==> config.mk <==
export PLATFORM = sky130hd
export DESIGN_NAME = ws2812_pixel_serializer
export DESIGN_NICKNAME = d
export VERILOG_FILES = /design/src/rtl/ws2812_pkg.sv /design/src/rtl/ws2812_pixel_serializer.sv
export SDC_FILE = /design/constraint.sdc
export NUM_CORES = 1
export LEC_CHECK = 0
export BUFFER_PORTS_ARGS = -buffer_cell sky130_fd_sc_hd__buf_2
export CELL_PAD_IN_SITES_DETAIL_PLACEMENT = 2
export CELL_PAD_IN_SITES_GLOBAL_PLACEMENT = 2
export CORE_ASPECT_RATIO = 0.5
export CORE_MARGIN = 8
export CORE_UTILIZATION = 37
export CTS_CLUSTER_DIAMETER = 80
export DETAILED_ROUTE_END_ITERATION = 8
export PLACE_DENSITY_LB_ADDON = 0.1
export SLEW_MARGIN = 10
export SYNTH_ARGS = -nofsm -noshare
export SYNTH_HDL_FRONTEND = slang
export SYNTH_SLANG_ARGS = --single-unit
==> constraint.sdc <==
create_clock -name clk_in -period 3.72 [get_ports clk_in]
set_clock_uncertainty 0.1 [all_clocks]
set_input_delay 0.186 -clock clk_in [delete_from_list [all_inputs] [get_ports clk_in]]
set_output_delay 0.186 -clock clk_in [all_outputs]
set_load 0.05 [all_outputs]
==> src/rtl/ws2812_pkg.sv <==
// Shared types for the WS2812 pixel serializer.
// Build option: define WS2812_RGBW_EN for 32-bit GRBW (SK6812) pixels; 24-bit GRB otherwise.
package ws2812_pkg;

`ifdef WS2812_RGBW_EN
    localparam int unsigned PIX_BITS = 32;
`else
    localparam int unsigned PIX_BITS = 24;
`endif

    // Bit index is wide enough for both the 24- and 32-bit pixel formats
    localparam int unsigned IDX_BITS = 5;

    typedef logic [PIX_BITS-1:0] pix_t;

    typedef enum logic [1:0] {
        IDLE  = 2'd0,
        SEND  = 2'd1,
        WAIT  = 2'd2,
        LATCH = 2'd3
    } ser_state_t;

endpackage

==> src/rtl/ws2812_pixel_serializer.sv <==
// Serializes pixel words MSB-first into one-bit-at-a-time requests for the WS2812 bit coder,
// then holds the line low for a programmable latch period and pulses frame_done_out.
// Build option: WS2812_RGBW_EN selects 32-bit GRBW pixels (see ws2812_pkg).
module ws2812_pixel_serializer
    import ws2812_pkg::*;
#(
    parameter int unsigned RST_CNT_WIDTH = 16
) (
    input  logic                     clk_in,
    input  logic                     rst_n_in,
    input  logic                     pix_valid_in,
    output logic                     pix_ready_out,
    input  logic [PIX_BITS-1:0]      pix_data_in,
    input  logic                     pix_last_in,
    input  logic [RST_CNT_WIDTH-1:0] rst_cnt_in,
    input  logic                     bit_done_in,
    output logic                     bit_rdy_out,
    output logic                     bit_data_out,
    output logic                     busy_out,
    output logic                     frame_done_out
);

    ser_state_t               state_q;
    pix_t                     shift_q;
    logic [IDX_BITS-1:0]      idx_q;
    logic                     last_q;
    logic [RST_CNT_WIDTH-1:0] cnt_q;

    // Serializer FSM; every output is set on the transition into the state that owns it
    always_ff @(posedge clk_in or negedge rst_n_in) begin
        if (!rst_n_in) begin
            state_q        <= IDLE;
            shift_q        <= '0;
            idx_q          <= '0;
            last_q         <= 1'b0;
            cnt_q          <= '0;
            pix_ready_out  <= 1'b1;
            bit_rdy_out    <= 1'b0;
            bit_data_out   <= 1'b0;
            busy_out       <= 1'b0;
            frame_done_out <= 1'b0;
        end else begin
            bit_rdy_out    <= 1'b0;
            frame_done_out <= 1'b0;
            unique case (state_q)
                IDLE: begin
                    // ready is high throughout IDLE, so valid alone completes the handshake
                    if (pix_valid_in) begin
                        shift_q       <= pix_data_in;
                        idx_q         <= IDX_BITS'(PIX_BITS - 1);
                        last_q        <= pix_last_in;
                        bit_data_out  <= pix_data_in[PIX_BITS-1];
                        bit_rdy_out   <= 1'b1;
                        pix_ready_out <= 1'b0;
                        busy_out      <= 1'b1;
                        state_q       <= SEND;
                    end
                end
                SEND: begin
                    state_q <= WAIT;
                end
                WAIT: begin
                    // bit_data_out is left untouched until the coder reports the bit done
                    if (bit_done_in) begin
                        if (idx_q != '0) begin
                            shift_q      <= shift_q << 1;
                            idx_q        <= idx_q - IDX_BITS'(1);
                            bit_data_out <= shift_q[PIX_BITS-2];
                            bit_rdy_out  <= 1'b1;
                            state_q      <= SEND;
                        end else if (last_q) begin
                            cnt_q        <= rst_cnt_in;
                            bit_data_out <= 1'b0;
                            state_q      <= LATCH;
                        end else begin
                            bit_data_out  <= 1'b0;
                            pix_ready_out <= 1'b1;
                            busy_out      <= 1'b0;
                            state_q       <= IDLE;
                        end
                    end
                end
                LATCH: begin
                    // count sampled on entry only, so the period is rst_cnt_in+1 cycles
                    if (cnt_q == '0) begin
                        frame_done_out <= 1'b1;
                        pix_ready_out  <= 1'b1;
                        busy_out       <= 1'b0;
                        state_q        <= IDLE;
                    end else begin
                        cnt_q <= cnt_q - RST_CNT_WIDTH'(1);
                    end
                end
                default: begin
                    pix_ready_out <= 1'b1;
                    busy_out      <= 1'b0;
                    bit_data_out  <= 1'b0;
                    state_q       <= IDLE;
                end
            endcase
        end
    end

endmodule

After elaboration in Yosys (flattened, before gate mapping)
Index checks and enable logic that the tools add are counted.
{"block": "totals", "wordCells": 76, "out_inout_bits": 5, "ff_bits": 52, "inputBits": 45}
{"block": "op_classes", "addsub": 2, "n_mux": 41, "n_eq_ne": 11, "n_reduce_logical": 12}
{"cell": "$mux 23", "count": 3}
{"cell": "$mux 16", "count": 4}
{"cell": "$pmux 23 s2", "count": 1}
{"cell": "$pmux 16 s2", "count": 1}
{"cell": "$mux 1", "count": 18}
{"cell": "$logic_not 16->1", "count": 1}
{"cell": "$ne 2x2->1 const B", "count": 8}
{"cell": "$sub 16x1->16 const B", "count": 1}
{"cell": "$mux 5", "count": 3}
{"cell": "$mux 2", "count": 5}
{"cell": "$pmux 5 s2", "count": 1}
{"cell": "$pmux 2 s4", "count": 1}
{"cell": "$pmux 1 s3", "count": 2}
{"cell": "$reduce_and 3->1", "count": 2}
{"cell": "$reduce_and 6->1", "count": 1}
{"cell": "$reduce_and 5->1", "count": 1}
{"cell": "$reduce_bool 5->1", "count": 1}
{"cell": "$sub 5x1->5 const B", "count": 1}
{"cell": "$eq 2x2->1 const B", "count": 2}
{"cell": "$pmux 1 s2", "count": 2}
{"cell": "$reduce_and 4->1", "count": 1}
{"cell": "$reduce_bool 2->1", "count": 2}
{"cell": "$reduce_bool 3->1", "count": 1}
{"cell": "$eq 2x1->1 const B", "count": 1}
{"cell": "2 further kinds", "count": 2}

Depth between registers and ports, before layout
{"block": "depth", "ltp_word": 4, "mapped_depth": 10, "depth_no_buf": 7}

Worst setup path before layout
Ideal clock, no wire load.
{"block": "synth_path", "path_kind": "register to register", "startpoint": "register idx_q[0]", "endpoint": "register idx_q[0]", "path_buffers": 3, "setup_ns": 0.125, "synth_period_minus_slack_ns": 2.260, "arrival_time_ns": 2.034, "setup_slack_ns": 1.460, "required_ns": 3.495, "path_stages_with_launch": 11, "cell_sequence": "dfrtp_1 -> inv_1 -> ha_1 -> or4b_4 -> and3_4 -> buf_6 -> or2_1 -> buf_6 -> buf_8 -> nor2_2 -> a21oi_1"}
{"block": "synth_via", "elab_chain_cells": 4, "elab_cells_between_ends": 7, "classes_between": "1 x add/sub; 1 x eq/ne; 3 x mux; 2 x reduce/logical"}
{"item": "from (decl)", "line_no": "ws2812_pixel_serializer.sv:25", "text": "logic [IDX_BITS-1:0] idx_q;"}
{"item": "from (signal assigned)", "line_no": "ws2812_pixel_serializer.sv:50", "text": "idx_q <= IDX_BITS'(PIX_BITS - 1);"}
{"item": "from (signal assigned)", "line_no": "ws2812_pixel_serializer.sv:67", "text": "idx_q <= idx_q - IDX_BITS'(1);"}
{"item": "$sub 5x1->5", "line_no": "ws2812_pixel_serializer.sv:67"}
{"item": "$mux 5", "line_no": "ws2812_pixel_serializer.sv:65", "text": "if (idx_q != '0) begin"}
{"item": "$mux 5", "line_no": "ws2812_pixel_serializer.sv:64", "text": "if (bit_done_in) begin"}
{"item": "$pmux 5 s2", "line_no": "ws2812_pixel_serializer.sv:45", "text": "unique case (state_q)"}
Parallel ways exist; a longest one is shown, timed or not. The select of a mux whose other input is x is not followed.
A chain may end at the register's enable or synchronous reset.

Final worst setup path
{"block": "layout_path", "startpoint": "register cnt_q[0]", "endpoint": "register cnt_q[12]"}
{"block": "layout_via", "elab_chain_cells": 3, "elab_cells_between_ends": 6, "classes_between": "1 x add/sub; 1 x eq/ne; 2 x mux; 2 x reduce/logical"}
{"item": "from (decl)", "line_no": "ws2812_pixel_serializer.sv:27", "text": "logic [RST_CNT_WIDTH-1:0] cnt_q;"}
{"item": "from (signal assigned)", "line_no": "ws2812_pixel_serializer.sv:72", "text": "cnt_q <= rst_cnt_in;"}
{"item": "from (signal assigned)", "line_no": "ws2812_pixel_serializer.sv:91", "text": "cnt_q <= cnt_q - RST_CNT_WIDTH'(1);"}
{"item": "$sub 16x1->16 / $logic_not 16->1 (equally long branches)", "line_no": "ws2812_pixel_serializer.sv:91, ws2812_pixel_serializer.sv:85"}
{"item": "$mux 16 / $ne 2x2->1 (equally long branches)"}
{"item": "$pmux 16 s2 / $reduce_and 5->1 (equally long branches)"}
Parallel ways exist; a longest one is shown, timed or not. The select of a mux whose other input is x is not followed.

==> flow_metrics.env <==
export IMPL_status="completed"
export IMPL_synth_most_common_cell="dfrtp_1"
export IMPL_htreeDepth=2
export IMPL_syn_area_per_cell_um2=9.65
export IMPL_grt_first_pass_wirelength_um=13600
export IMPL_numPortBuffers=49
export IMPL_grt_max_degree=48
export IMPL_grt_overflow=0
export IMPL_top_layer_used="met4"
export IMPL_rows=22
export IMPL_wl_um=7900
export IMPL_fin_cells=435
export IMPL_m1WireLength_um=3520
export IMPL_hold_buffers=1
export IMPL_r2r_start="cnt_q[0]"
export IMPL_dr_pass1_iters=4
export IMPL_wl_met2_um=4010
export IMPL_diodes=0
export IMPL_fin_tns_setup_ns=0
export IMPL_synth_edf_count=0
export IMPL_cts_buffers=5
export IMPL_post_cts_buffers=0
export IMPL_clk_pin_slew_ns=0.07
export IMPL_yosys_area_top_type="dfrtp_1"
export IMPL_fp_dieH_um=78.0
export IMPL_gr_usage_all_layers_pct=15.1
export IMPL_io_pins=50
export IMPL_yosysWarningCount=0
export IMPL_finalCriticalPeriod_ns=2.99
export IMPL_worst_ep_arrival_time_ns=3.08
export IMPL_clockBufferDepth=2
export IMPL_power_per_cell_area_nw_per_um2=874
export IMPL_layout_drive_gt1_share_pct=25.4
export IMPL_synthTopCellsByArea="dfrtp_1 (45%), mux2i_1 (8.1%), nor2_1 (6.2%)"
export IMPL_worstMarginPinSlew_ns=1.16
export IMPL_max_freq_mhz=334
export IMPL_start_util_pct=38.5
export IMPL_fin_nets=385
export IMPL_hold_start="pix_last_in"
export IMPL_route_detailed_drc=0
export IMPL_vias=2361
export IMPL_cp_startpoint="cnt_q[0]"
export IMPL_finalMaxSlewViolations=0
export IMPL_setup_viol=0
export IMPL_grt_pass1_vias=2761
export IMPL_synth_area_um2=2850
export IMPL_syn_to_final_growth_pct=16.1
export IMPL_drt_iter0_markers=131
export IMPL_synth_cells=295
export IMPL_cap_violations=0
export IMPL_synth_top_area_share_pct=44.8
export IMPL_crit_type="reg2reg"
export IMPL_cts_sinks=52
export IMPL_root_buffer="clkbuf_16"
export IMPL_rsz0062_at_grt="no"
export IMPL_vdd_drop_max_uv=353
export IMPL_via_per_inst=5.43
export IMPL_fp_dieW_um=140
export IMPL_cts_resized=0
export IMPL_wl_per_cell_um=18.2
export IMPL_dp_cells=426
export IMPL_clk_latency_ns=0.29
export IMPL_fp_coreArea_um2=7400
export IMPL_layout_worst_path_cycle_share_pct=80.5
export IMPL_slew_headroom_pct=23.0
export IMPL_place_gp_congestion=0.766
export IMPL_cts_tree="built"
export IMPL_worstPathMaxFanout=16
export IMPL_cp_required_ns=3.80
export IMPL_ant_nets=0
export IMPL_synthFlopType="dfrtp_1"
export IMPL_dpl_hpwl_um=5750
export IMPL_antenna_found_initial=0
export IMPL_ys_seq_area_share_pct=45.7
export IMPL_p_leak_nw=1.37
export IMPL_hold_class="in2reg"
export IMPL_syn_nets=342
export IMPL_dieArea_um2=10900
export IMPL_route_met3_wl_um=325
export IMPL_end_kind="flip-flop"
export IMPL_ys_ff_latch=52
export IMPL_hold_violations=0
export IMPL_async_reset_ff_share_pct=100
export IMPL_synthTopCellsByCount="dfrtp_1 (51), nor2_1 (47), a21oi_1 (27)"
export IMPL_ys_types=49
export IMPL_cp_start_kind="flip-flop"
-- registers in the layout, indices dropped and copies added (netlist names) --
name and count:
last_q 1, busy_out 1, state_q 2, pix_ready_out 1
cnt_q 16, idx_q 5, frame_done_out 1, bit_data_out 1
shift_q 23, bit_rdy_out 1
-- cells by family (layout without fill, tap and decap cells) --
group	count (synthesis)	in the layout	synth area share (%)
AOI/OAI and AO/OA	86	86	20.3
adders and majority gates	2	2	0.879
buffers and inverters	25	69	4.92
xor gates and xnor gates	2	2	0.615
muxes	23	23	8.08
and+or+nand+nor	105	105	19.4
DFF	52	52	45.7
-- through the flow --
step	area, µm²	power, mW	setup slack, ns	utilization [%]	hold WS (ns)
final	3310	2.89	0.726	44.6	0.0228
after global routing	3310	3.12	0.432	44.6	0.0192
after CTS	3310	2.94	0.712	44.6	0.0151
after detailed placement	3130	2.38	0.745	42.2	0.216
after global placement	3130	2.27	0.931	42.2	0.189
after floorplan	2850	2.08	1.46	-	-0.210
-- cell usage in the layout, fill, tap and decap left out, types with 8 or more instances in the layout --
master   count
dfrtp_1     51
buf_2       49
nor2_1      47
a21oi_1     27
mux2i_1     23
o21ai_0     17
a21oi_2     12
nand2_1     10
o22a_1      10
inv_1        8
nor4_1       8
-- final cells by class --
| cell class | count | area (µm²) |
|---|---|---|
| fill | 808 | 4100 |
| multi-input combinational | 218 | 1410 |
| sequential | 52 | 1300 |
| timing repair buffer | 53 | 278 |
| clock buffer | 6 | 129 |
| tap | 96 | 120 |
| clock inverter | 2 | 38.8 |
| inverter | 8 | 30.0 |
-- final timing paths --
kind | end | slack [ns] | cells past startpoint
max | cnt_q[12] | 0.73 | 8
min | last_q | 0.02 | 3
max reg2reg | cnt_q[12] | 0.73 | 8
min reg2reg | idx_q[4] | 0.40 | 1
max in group asynchronous | pix_ready_out | 2.27 | 3
min in group asynchronous | cnt_q[0] | 0.40 | 2
-- routing by layer --
layer  global-route usage, %  up-vias
li1                        -     1148
met1                    17.6     1172
met2                    27.8       36
met3                    4.22        5
met4                    2.69        0
met5                       0        -
-- critical path: stages (launching register included) --
cell and delay [ns]:
dfrtp_1 0.44, inv_1 0.12, ha_1 0.23, nor3b_1 0.61
nand4_1 0.25, o21ai_2 0.53, buf_4 0.31, a21oi_1 0.06
o22a_1 0.24
-- power by group --
part	switching [mW]	leakage [nW]	internal, mW
Sequential	0.264	0.583	0.822
Combinational	0.768	0.708	0.500
Clock	0.215	0.0815	0.321
Total	1.25	1.37	1.64
Power figures use the tool's default switching activity.
